===== src/rtl/csr_pkg.sv =====
// rtl/csr_pkg.sv - shared CSR addresses, write opcodes, mstatus layout and helpers
package csr_pkg;

  localparam logic [11:0] CSR_MSTATUS   = 12'h300;
  localparam logic [11:0] CSR_MTVEC     = 12'h305;
  localparam logic [11:0] CSR_MSCRATCH  = 12'h340;
  localparam logic [11:0] CSR_MEPC      = 12'h341;
  localparam logic [11:0] CSR_MCAUSE    = 12'h342;
  localparam logic [11:0] CSR_MTVAL     = 12'h343;
  localparam logic [11:0] CSR_MCYCLE    = 12'hB00;
  localparam logic [11:0] CSR_MCYCLEH   = 12'hB80;
  localparam logic [11:0] CSR_MINSTRET  = 12'hB02;
  localparam logic [11:0] CSR_MINSTRETH = 12'hB82;
  localparam logic [11:0] CSR_MVENDORID = 12'hF11;
  localparam logic [11:0] CSR_MARCHID   = 12'hF12;
  localparam logic [11:0] CSR_MHARTID   = 12'hF14;

  typedef enum logic [1:0] {
    WOP_NOP = 2'b00,
    WOP_RW  = 2'b01,
    WOP_RS  = 2'b10,
    WOP_RC  = 2'b11
  } wop_e;

  // mstatus: only MIE/MPIE are stored; MPP is hardwired to machine mode
  localparam int          MSTATUS_MIE   = 3;
  localparam int          MSTATUS_MPIE  = 7;
  localparam logic [31:0] MSTATUS_WMASK = 32'h0000_0088;
  localparam logic [31:0] MSTATUS_FIXED = 32'h0000_1800;

  typedef struct packed {
    logic        irq;
    logic [30:0] code;
  } trap_cause_t;

  function automatic logic [31:0] csr_rmw(input wop_e op, input logic [31:0] old,
                                          input logic [31:0] src);
    case (op)
      WOP_RW:  return src;
      WOP_RS:  return old | src;
      WOP_RC:  return old & ~src;
      default: return old;
    endcase
  endfunction

endpackage


===== src/rtl/csr_mfile_if.sv =====
// rtl/csr_mfile_if.sv - CSR read/write access bus between execute stage and CSR file
interface csr_mfile_if;
  logic [11:0] raddr;
  logic [31:0] rdata;
  logic        illegal;
  logic        wen;
  logic [1:0]  wop;
  logic [11:0] waddr;
  logic [31:0] wsrc;

  modport master (output raddr, wen, wop, waddr, wsrc, input rdata, illegal);
  modport slave  (input raddr, wen, wop, waddr, wsrc, output rdata, illegal);
endinterface


===== src/rtl/csr_counter64.sv =====
// rtl/csr_counter64.sv - 64-bit counter with independently writable halves
module csr_counter64 (
  input  logic        clk,
  input  logic        rstn,
  input  logic        inc,
  input  logic        wen_lo,
  input  logic        wen_hi,
  input  logic [31:0] wdata,
  output logic [63:0] count
);

  logic [63:0] cnt_d, cnt_q;

  // a write to either half wins over the increment and leaves the other half alone
  always_comb begin
    cnt_d = cnt_q;
    if (wen_lo) begin
      cnt_d[31:0] = wdata;
    end else if (wen_hi) begin
      cnt_d[63:32] = wdata;
    end else if (inc) begin
      cnt_d = cnt_q + 64'd1;
    end
  end

  // counter register
  always_ff @(posedge clk or negedge rstn) begin
    if (!rstn) cnt_q <= '0;
    else       cnt_q <= cnt_d;
  end

  assign count = cnt_q;

endmodule


===== src/rtl/csr_mfile.sv =====
// rtl/csr_mfile.sv - machine-mode CSR file with trap/MRET sequencing and counters
module csr_mfile
  import csr_pkg::*;
#(
  parameter logic [31:0] MTVEC_RESET  = 32'h0,
  parameter logic [31:0] MHARTID      = 32'h0,
  parameter bit          VECTORED     = 1'b0,
  parameter bit          HAS_COUNTERS = 1'b1
) (
  input  logic             clk,
  input  logic             rstn,
  csr_mfile_if.slave       bus,
  input  logic             trap_req,
  input  logic [31:0]      trap_cause,
  input  logic [31:0]      trap_pc,
  input  logic [31:0]      trap_tval,
  input  logic             mret_req,
  input  logic             instret_inc,
  output logic             redirect_valid,
  output logic [31:0]      redirect_pc,
  output logic             mie_o
);

  localparam logic [31:0] MTVEC_MASK = VECTORED ? 32'hFFFF_FFFD : 32'hFFFF_FFFC;

  typedef enum logic {ST_IDLE, ST_REDIR} redir_state_e;

  typedef struct packed {
    logic        hit;
    logic        ro;
    logic [31:0] val;
  } csr_rd_t;

  redir_state_e state_d, state_q;
  logic [31:0]  redirect_pc_d, redirect_pc_q;
  logic         mie_d, mie_q, mpie_d, mpie_q;
  logic [31:0]  mtvec_d, mtvec_q, mscratch_d, mscratch_q;
  logic [31:0]  mepc_d, mepc_q, mcause_d, mcause_q, mtval_d, mtval_q;
  logic [31:0]  mstatus_rd;
  logic [63:0]  mcycle, minstret;

  // assemble the architectural view of mstatus from the two stored bits
  always_comb begin
    mstatus_rd               = MSTATUS_FIXED;
    mstatus_rd[MSTATUS_MIE]  = mie_q;
    mstatus_rd[MSTATUS_MPIE] = mpie_q;
  end

  function automatic csr_rd_t lookup(input logic [11:0] addr);
    csr_rd_t r;
    r = '{hit: 1'b1, ro: 1'b0, val: 32'h0};
    case (addr)
      CSR_MSTATUS:   r.val = mstatus_rd;
      CSR_MTVEC:     r.val = mtvec_q;
      CSR_MSCRATCH:  r.val = mscratch_q;
      CSR_MEPC:      r.val = mepc_q;
      CSR_MCAUSE:    r.val = mcause_q;
      CSR_MTVAL:     r.val = mtval_q;
      CSR_MCYCLE:    begin r.hit = HAS_COUNTERS; r.val = mcycle[31:0];    end
      CSR_MCYCLEH:   begin r.hit = HAS_COUNTERS; r.val = mcycle[63:32];   end
      CSR_MINSTRET:  begin r.hit = HAS_COUNTERS; r.val = minstret[31:0];  end
      CSR_MINSTRETH: begin r.hit = HAS_COUNTERS; r.val = minstret[63:32]; end
      CSR_MVENDORID, CSR_MARCHID: r.ro = 1'b1;
      CSR_MHARTID:   begin r.ro = 1'b1; r.val = MHARTID; end
      default:       r.hit = 1'b0;
    endcase
    return r;
  endfunction

  csr_rd_t     rd_l, wr_l;
  logic        wr_req, wr_fire;
  logic [31:0] wr_new;
  trap_cause_t cause;
  logic [31:0] vec_base, trap_target;

  assign rd_l        = lookup(bus.raddr);
  assign wr_l        = lookup(bus.waddr);
  assign wr_req      = bus.wen && (bus.wop != WOP_NOP);
  // traps and MRET pre-empt any CSR instruction committing in the same cycle
  assign wr_fire     = wr_req && !trap_req && !mret_req && wr_l.hit && !wr_l.ro;
  assign wr_new      = csr_rmw(wop_e'(bus.wop), wr_l.val, bus.wsrc);
  assign bus.rdata   = rd_l.val;
  assign bus.illegal = !rd_l.hit || (wr_req && (!wr_l.hit || wr_l.ro));

  assign cause       = trap_cause_t'(trap_cause);
  assign vec_base    = {mtvec_q[31:2], 2'b00};
  assign trap_target = (VECTORED && mtvec_q[0] && cause.irq)
                     ? vec_base + ({1'b0, cause.code} << 2) : vec_base;

  // next-state for CSRs and the redirect register, trap > mret > write
  always_comb begin
    mie_d         = mie_q;
    mpie_d        = mpie_q;
    mtvec_d       = mtvec_q;
    mscratch_d    = mscratch_q;
    mepc_d        = mepc_q;
    mcause_d      = mcause_q;
    mtval_d       = mtval_q;
    state_d       = ST_IDLE;
    redirect_pc_d = redirect_pc_q;
    if (trap_req) begin
      mepc_d        = trap_pc & ~32'h3;
      mcause_d      = trap_cause;
      mtval_d       = trap_tval;
      mpie_d        = mie_q;
      mie_d         = 1'b0;
      state_d       = ST_REDIR;
      redirect_pc_d = trap_target;
    end else if (mret_req) begin
      mie_d         = mpie_q;
      mpie_d        = 1'b1;
      state_d       = ST_REDIR;
      redirect_pc_d = mepc_q;
    end else if (wr_fire) begin
      case (bus.waddr)
        CSR_MSTATUS: begin
          mie_d  = wr_new[MSTATUS_MIE];
          mpie_d = wr_new[MSTATUS_MPIE];
        end
        CSR_MTVEC:    mtvec_d    = wr_new & MTVEC_MASK;
        CSR_MSCRATCH: mscratch_d = wr_new;
        CSR_MEPC:     mepc_d     = wr_new & ~32'h3;
        CSR_MCAUSE:   mcause_d   = wr_new;
        CSR_MTVAL:    mtval_d    = wr_new;
        default: ;
      endcase
    end
  end

  // CSR and redirect registers; reset clears the redirect pulse immediately
  always_ff @(posedge clk or negedge rstn) begin
    if (!rstn) begin
      state_q       <= ST_IDLE;
      redirect_pc_q <= '0;
      mie_q         <= 1'b0;
      mpie_q        <= 1'b0;
      mtvec_q       <= MTVEC_RESET & MTVEC_MASK;
      mscratch_q    <= '0;
      mepc_q        <= '0;
      mcause_q      <= '0;
      mtval_q       <= '0;
    end else begin
      state_q       <= state_d;
      redirect_pc_q <= redirect_pc_d;
      mie_q         <= mie_d;
      mpie_q        <= mpie_d;
      mtvec_q       <= mtvec_d;
      mscratch_q    <= mscratch_d;
      mepc_q        <= mepc_d;
      mcause_q      <= mcause_d;
      mtval_q       <= mtval_d;
    end
  end

  if (HAS_COUNTERS) begin : g_cnt
    csr_counter64 u_mcycle (
      .clk    (clk),
      .rstn   (rstn),
      .inc    (1'b1),
      .wen_lo (wr_fire && (bus.waddr == CSR_MCYCLE)),
      .wen_hi (wr_fire && (bus.waddr == CSR_MCYCLEH)),
      .wdata  (wr_new),
      .count  (mcycle)
    );
    csr_counter64 u_minstret (
      .clk    (clk),
      .rstn   (rstn),
      .inc    (instret_inc),
      .wen_lo (wr_fire && (bus.waddr == CSR_MINSTRET)),
      .wen_hi (wr_fire && (bus.waddr == CSR_MINSTRETH)),
      .wdata  (wr_new),
      .count  (minstret)
    );
  end else begin : g_no_cnt
    assign mcycle   = '0;
    assign minstret = '0;
  end

  assign redirect_valid = (state_q == ST_REDIR);
  assign redirect_pc    = redirect_pc_q;
  assign mie_o          = mie_q;

endmodule


===== src/flat_wrapper.sv =====
// flat-port wrapper written by rule: the top's interface ports become plain ports
module csr_mfile_flat import csr_pkg::*;
#(
  parameter logic [31:0] MTVEC_RESET  = 32'h0,
  parameter logic [31:0] MHARTID      = 32'h0,
  parameter bit          VECTORED     = 1'b0,
  parameter bit          HAS_COUNTERS = 1'b1
)
  (clk, rstn, trap_req, trap_cause, trap_pc, trap_tval, mret_req, instret_inc, redirect_valid, redirect_pc, mie_o, bus_raddr, bus_wen, bus_wop, bus_waddr, bus_wsrc, bus_rdata, bus_illegal);
  csr_mfile_if bus_i ();
  input  logic clk;
  input  logic rstn;
  input  logic trap_req;
  input  logic [31:0] trap_cause;
  input  logic [31:0] trap_pc;
  input  logic [31:0] trap_tval;
  input  logic mret_req;
  input  logic instret_inc;
  output logic redirect_valid;
  output logic [31:0] redirect_pc;
  output logic mie_o;
  input wire logic [$bits(bus_i.raddr)-1:0] bus_raddr;
  input wire logic [$bits(bus_i.wen)-1:0] bus_wen;
  input wire logic [$bits(bus_i.wop)-1:0] bus_wop;
  input wire logic [$bits(bus_i.waddr)-1:0] bus_waddr;
  input wire logic [$bits(bus_i.wsrc)-1:0] bus_wsrc;
  output wire logic [$bits(bus_i.rdata)-1:0] bus_rdata;
  output wire logic [$bits(bus_i.illegal)-1:0] bus_illegal;
  assign bus_i.raddr = bus_raddr;
  assign bus_i.wen = bus_wen;
  assign bus_i.wop = bus_wop;
  assign bus_i.waddr = bus_waddr;
  assign bus_i.wsrc = bus_wsrc;
  assign bus_rdata = bus_i.rdata;
  assign bus_illegal = bus_i.illegal;
  csr_mfile #(.MTVEC_RESET(MTVEC_RESET), .MHARTID(MHARTID), .VECTORED(VECTORED), .HAS_COUNTERS(HAS_COUNTERS)) u_core (.clk(clk), .rstn(rstn), .bus(bus_i), .trap_req(trap_req), .trap_cause(trap_cause), .trap_pc(trap_pc), .trap_tval(trap_tval), .mret_req(mret_req), .instret_inc(instret_inc), .redirect_valid(redirect_valid), .redirect_pc(redirect_pc), .mie_o(mie_o));
endmodule

===== config.mk =====
export PLATFORM = sky130hd
export DESIGN_NAME = csr_mfile_flat
export DESIGN_NICKNAME = d
export VERILOG_FILES = /design/src/rtl/csr_pkg.sv /design/src/rtl/csr_mfile_if.sv /design/src/rtl/csr_counter64.sv /design/src/rtl/csr_mfile.sv /design/src/flat_wrapper.sv
export SDC_FILE = /design/constraint.sdc
export NUM_CORES = 1
export LEC_CHECK = 0
export CAP_MARGIN = 20
export CORE_UTILIZATION = 54
export CTS_BUF_LIST = sky130_fd_sc_hd__clkbuf_4
export CTS_CLUSTER_DIAMETER = 150
export CTS_CLUSTER_SIZE = 20
export DETAILED_ROUTE_END_ITERATION = 8
export PLACE_DENSITY = 0.9
export SETUP_SLACK_MARGIN = 0.5
export SLEW_MARGIN = 40
export SYNTH_ARGS = -nofsm -noshare
export SYNTH_HDL_FRONTEND = slang
export SYNTH_SLANG_ARGS = --single-unit

===== constraint.sdc =====
create_clock -name clk -period 2.7 [get_ports clk]
set_clock_uncertainty 0.1 [all_clocks]
set_input_delay 0.27 -clock clk [delete_from_list [all_inputs] [get_ports clk]]
set_output_delay 0.27 -clock clk [all_outputs]
set_load 0.005 [all_outputs]

==> results of run 1 <==
synthesized netlist by cell type, types with 12 or more instances:
library cell / number / share of area
dfrtp_1: 317 / 0.37
buf_2: 50 / 0.012
a211oi_1: 46 / 0.016
o21ai_1: 18 / 0.0042
a31oi_1: 19 / 0.0055
a21oi_1: 127 / 0.029
nor3_1: 59 / 0.014
a222oi_1: 38 / 0.018
and3_1: 31 / 0.0090
nand2_1: 305 / 0.053
inv_1: 30 / 0.0052
o21ai_0: 219 / 0.051
xnor2_1: 32 / 0.013
o21a_1: 18 / 0.0062
clkbuf_1: 146 / 0.025
o22ai_1: 24 / 0.0069
mux2_2: 40 / 0.021
o31ai_1: 12 / 0.0042
and2_1: 21 / 0.0061
o211ai_1: 55 / 0.019
nor2b_1: 21 / 0.0061
nand3_1: 82 / 0.019
nor2_1: 143 / 0.025
a22oi_1: 125 / 0.043
nand3b_1: 48 / 0.017
nand4_1: 141 / 0.041
and4_1: 18 / 0.0073
mux2i_1: 66 / 0.031
nor4_1: 22 / 0.0064
a21o_1: 26 / 0.0090
stage by stage:
| stage | setup slack (ns) | TNS, ns | instances | hold WS (ns) | utilization |
|---|---|---|---|---|---|
| after CTS | -0.417 | -7.43 | 3759 | 0.000134 | 0.805 |
| after detailed placement | -0.832 | -185.89 | 3569 | 0.205 | 0.725 |
| after global placement | -0.672 | -152.91 | 3569 | 0.208 | 0.725 |
| after floorplan | -0.0136 | -0.0197 | 2557 | -0.126 | - |
cell families after synthesis:
| kind of cell | synth area share |
|---|---|
| buffers and inverters | 0.0501 |
| AOI/OAI and AO/OA | 0.270 |
| adders and majority gates | 0.00116 |
| DFF | 0.367 |
| and+or+nand+nor | 0.238 |
| other | 0.000173 |
| xor gates and xnor gates | 0.0166 |
| muxes | 0.0566 |
timing repair:
| item | 4_1_cts |
|---|---|
| hold buffers | 18 |
| gates resized for setup | 522 |
| cloned | 19 |
| buffers inserted | 133 |
| endpoints found under the setup margin | 319 |
| hold endpoints to repair | 294 |
| pin swaps | 152 |
routing by layer:
layer  global-route usage  overflow
met1                0.894       156
met2                 1.01       555
met3                0.904       166
met4                0.944       327
met5                0.806        18
==> impl_metrics.csv, run 1 <==
group,metric,value,unit
global_route,grt_max_degree,239,
global_route,first_global_vias,38000,
clock_tree,htree_levels,1,
synth,synth_seq_cells,317,
floorplanning,die_y,202,um
clock_tree,cts-root-buf,"clkbuf_4",
place,gp_congestion,1.44,
outcome,lastStage,"global routing (5_1_grt)",
synth,synth-seq-area-share,0.367,
synth,yosysWarningCount,0,
clock_tree,clock_path_buffers,3,
floorplanning,die_w,202,um
outcome,status,"aborted with a tool error",
clock_tree,cts.sinks,317,
global_route,grt.overflow.total,1222,
global_route,track_usage,0.933,
synth,synthDistinctLibCells,103,
global_route,grt_pass1_wl,279000,um
floorplanning,rows,72,
place,dpl_cell_area,0.0284,mm^2
synth,netlist_area,0.0216,mm^2
floorplanning,io_pins,227,
place,hpwl,86500,um
place,portBuffers,222,
outcome,stop_error,"[ERROR GRT-0116] Global routing finished with congestion. Check the congestion regions in the DRC Viewer.",
synth,synthFlopType,"dfrtp_1",
synth,postSynthAreaPerCell,8.46,um^2
clock_tree,numCtsBuffers,19,
floorplanning,initial_core_util,0.553,
synth,async_flop_share,1.00,
synth,synth_cells,2556,
synth,synth_edf_count,0,
==> run 2, diff against run 1 <==
- CORE_UTILIZATION: 54 -> 40
- CTS_BUF_LIST: sky130_fd_sc_hd__clkbuf_4 -> not set
- CTS_CLUSTER_DIAMETER: 150 -> not set
- CTS_CLUSTER_SIZE: 20 -> not set
- PLACE_DENSITY: 0.9 -> not set
- PLACE_DENSITY_LB_ADDON: not set -> 0.15
- SETUP_SLACK_MARGIN: 0.5 -> not set
- clock period: 2.7 -> 3.51 ns (I/O delays scaled with it)
==> run 2 against run 1 <==
The flow now finishes, with violations (setup timing). Synthesized cell count unchanged. Area after synthesis unchanged.
==> impl_metrics.csv, run 2 <==
group,metric,value,unit
timing,rsz0062_at_grt,"false",
synth,synthMostInstantiatedCell,"dfrtp_1",
global_route,grt_pass1_wl,181000,um
floorplanning,core,0.0530,mm^2
worst_setup_path,criticalPathCategory,"in2reg",
floorplanning,rows,84,
place,portBuffers,222,
floorplanning,die_y,234,um
synth,netlist_area,0.0216,mm^2
floorplanning,initial_core_util,0.408,
detailed_routing,routedWlPerCell,34.8,um
pwr,powerDensity,365,mW/mm^2
pwr,leakage,11.7,nW
layout,nFillCells,4877,
timing,max_slew_margin,0.357,
timing,setup_viol,1,
synth,synth-seq-area-share,0.367,
clock_tree,numCtsBuffers,39,
layout,stdcell_area,0.0292,mm^2
synth,async_flop_share,1.00,
worst_setup_path,reg2reg_depth,10,
layout,syn_to_final_growth,35.1,%
detailed_routing,dr.pass1.iters,7,
clock_tree,clk_pin_slew,0.07,ns
layout,seqCellArea,0.00793,mm^2
worst_setup_path,arrival,3.89,ns
worst_hold_path,min_path_type,"in2reg",
synth,synth_common_cells,"dfrtp_1 (317), nand2_1 (305), o21ai_0 (219)",
timing,fmax,284,MHz
worst_setup_path,required,3.88,ns
worst_setup_path,reg2reg_to,"u_core.g_cnt.u_mcycle.count[52]$_DFFE_PN0N_",
layout,multi_input_area,0.0128,mm^2
worst_hold_path,hold_depth,3,
worst_setup_path,path_max_fanout,9,
worst_hold_path,min-delay-start,"trap_req",
global_route,track_usage,0.466,
detailed_routing,routed_via_density,7.01,
layout,stdcell_count,3712,
outcome,violations,"setup timing",
floorplanning,dieArea,0.0550,mm^2
synth,synth_seq_cells,317,
pwr,ir_drop,0.343,mV
synth,netlist.area_leader.share,0.367,
clock_tree,clock_path_buffers,3,
timing,hold_violations,0,
flow_run,maxCapViolations,0,
detailed_routing,vias,26000,
place,dp_slack,-0.363,ns
synth,yosys.area.top_type,"dfrtp_1",
timing,worst_slack,-0.00598,ns
synth,synthTopCellsByArea,"dfrtp_1 (37%), nand2_1 (5.3%), o21ai_0 (5.1%), a22oi_1 (4.3%), nand4_1 (4.1%)",
global_route,grt_max_degree,239,
global_route,grt.overflow.total,0,
timing,finalCritPeriodShare,1.00,
worst_setup_path,cp-start-kind,"input pin",
timing,period_minus_slack,3.52,ns
clock_tree,cts.sinks,317,
synth,postSynthAreaPerCell,8.46,um^2
layout,drive_gt1_frac,0.201,
detailed_routing,routed_wl,129000,um
global_route,antenna_found_initial,6,
clock_tree,cts_tree,"done",
place,dpl_cell_area,0.0275,mm^2
timing,final_max_slew_viol_count,0,
detailed_routing,antenna_left,0,
worst_setup_path,r2r_start,"u_core.g_cnt.u_mcycle.count[0]$_DFFE_PN0P_",
detailed_routing,drc_errors,0,
synth,synthDistinctLibCells,103,
synth,synthFlopType,"dfrtp_1",
place,hpwl,98300,um
place,gp_congestion,1.12,
floorplanning,io_pins,227,
detailed_routing,drtIter0Drc,4253,
global_route,first_global_vias,24300,
layout,layout_common_cells,"buf_4 (318), dfrtp_1 (317), nand2_1 (303), o21ai_0 (219), clkdlybuf4s50_1 (182)",
place,place_inst,3621,
floorplanning,die_w,234,um
synth,yosysWarningCount,0,
clock_tree,cts-root-buf,"clkbuf_16",
worst_hold_path,hold_end,"u_core.mie_o$_DFFE_PN0P_",
timing,tightest_slew,0.960,ns
synth,synth_edf_count,0,
layout,nets,3152,
clock_tree,clk_latency,0.59,ns
clock_tree,htree_levels,2,
synth,synth_cells,2556,
worst_setup_path,cp-end-kind,"register",
outcome,status,"finished with violations",
layout,final_common_cell,"buf_4",
worst_setup_path,r2r_slack,0.21,ns
[run 2: what timing repair did]
| action | 4_1_cts | 5_1_grt |
|---|---|---|
| gates cloned | 3 | 0 |
| pin swaps | 18 | 13 |
| endpoints found under the hold margin | 65 | 0 |
| setup buffers | 11 | 1 |
| gates resized for setup | 64 | 13 |
| hold buffers | 1 | 0 |
| setup endpoints to repair | 33 | 17 |
[run 2: cell families (layout without fill, tap and decap cells)]
family | count (synthesis) | count (layout) | synth area share
other cells | 1 | 5 | 0.000173
buf+inv | 252 | 716 | 0.0501
flops | 317 | 317 | 0.367
simple gates | 978 | 978 | 0.238
fa+ha+maj | 2 | 2 | 0.00116
mux | 111 | 111 | 0.0566
xor+xnor | 41 | 41 | 0.0166
compound gates | 854 | 854 | 0.270
[run 2: layout make-up]
cell class | instances | share of cell area
tap | 688 | 0.0295
antenna | 3 | 0.000257
timing repair buffer | 614 | 0.206
inverter | 30 | 0.00385
clock inverter | 22 | 0.0117
clock buffer | 50 | 0.0383
sequential | 317 | 0.271
multi-input combinational | 1988 | 0.439
[run 2: worst max-delay path, stage by stage]
cell	delay, ns
clkdlybuf4s50_1	0.54
buf_4	0.22
nor4b_4	0.84
nand3_1	0.50
buf_4	0.31
o2111ai_1	0.19
a211oi_1	0.15
mux2i_1	0.21
a221oi_2	0.10
buf_12	0.20
o21ai_0	0.25
[run 2: through the flow]
stage | hold WS, ns | util | TNS (ns) | power (mW)
6_report | 0.144 | 0.552 | -0.00598 | 10.7
2_1_floorplan | -0.0446 | - | 0 | 4.79
3_3_place_gp | 0.378 | 0.519 | -19.86 | 5.89
5_1_grt | 0.155 | 0.552 | 0 | 10.9
4_1_cts | 0.184 | 0.551 | 0 | 10.6
3_5_place_dp | 0.195 | 0.520 | -17.62 | 5.93
[run 2: how the worst max path moves through the flow]
stage,from,slack (ns),depth (start not counted),end
5_1_grt,bus_raddr[5],0.005,11,bus_rdata[31]
2_1_floorplan,bus_waddr[7],0.69,9,u_core.mepc_q[13]$_DFFE_PN0P_
3_5_place_dp,bus_waddr[2],-0.36,12,u_core.mscratch_q[18]$_DFFE_PN0P_
4_1_cts,bus_raddr[5],0.003,10,bus_rdata[0]
6_report,bus_waddr[4],-0.006,11,u_core.mepc_q[12]$_DFFE_PN0P_
3_3_place_gp,bus_waddr[5],-0.29,11,u_core.g_cnt.u_minstret.count[12]$_DFFE_PN0P_
[run 2: power by group]
group / internal [mW] / switching, mW
clock: 2.86 / 1.83
combinational: 0.748 / 0.967
sequential: 3.86 / 0.418
total: 7.46 / 3.22
[run 2: layer usage]
metal	global-route usage	vias to the layer above	share of wire
met1	0.631	12800	0.39
met3	0.174	434	0.15
met2	0.649	2130	0.40
met5	0	-	0.00033
li1	-	10700	-
met4	0.226	6	0.058
(Power assumes the default switching activity.)
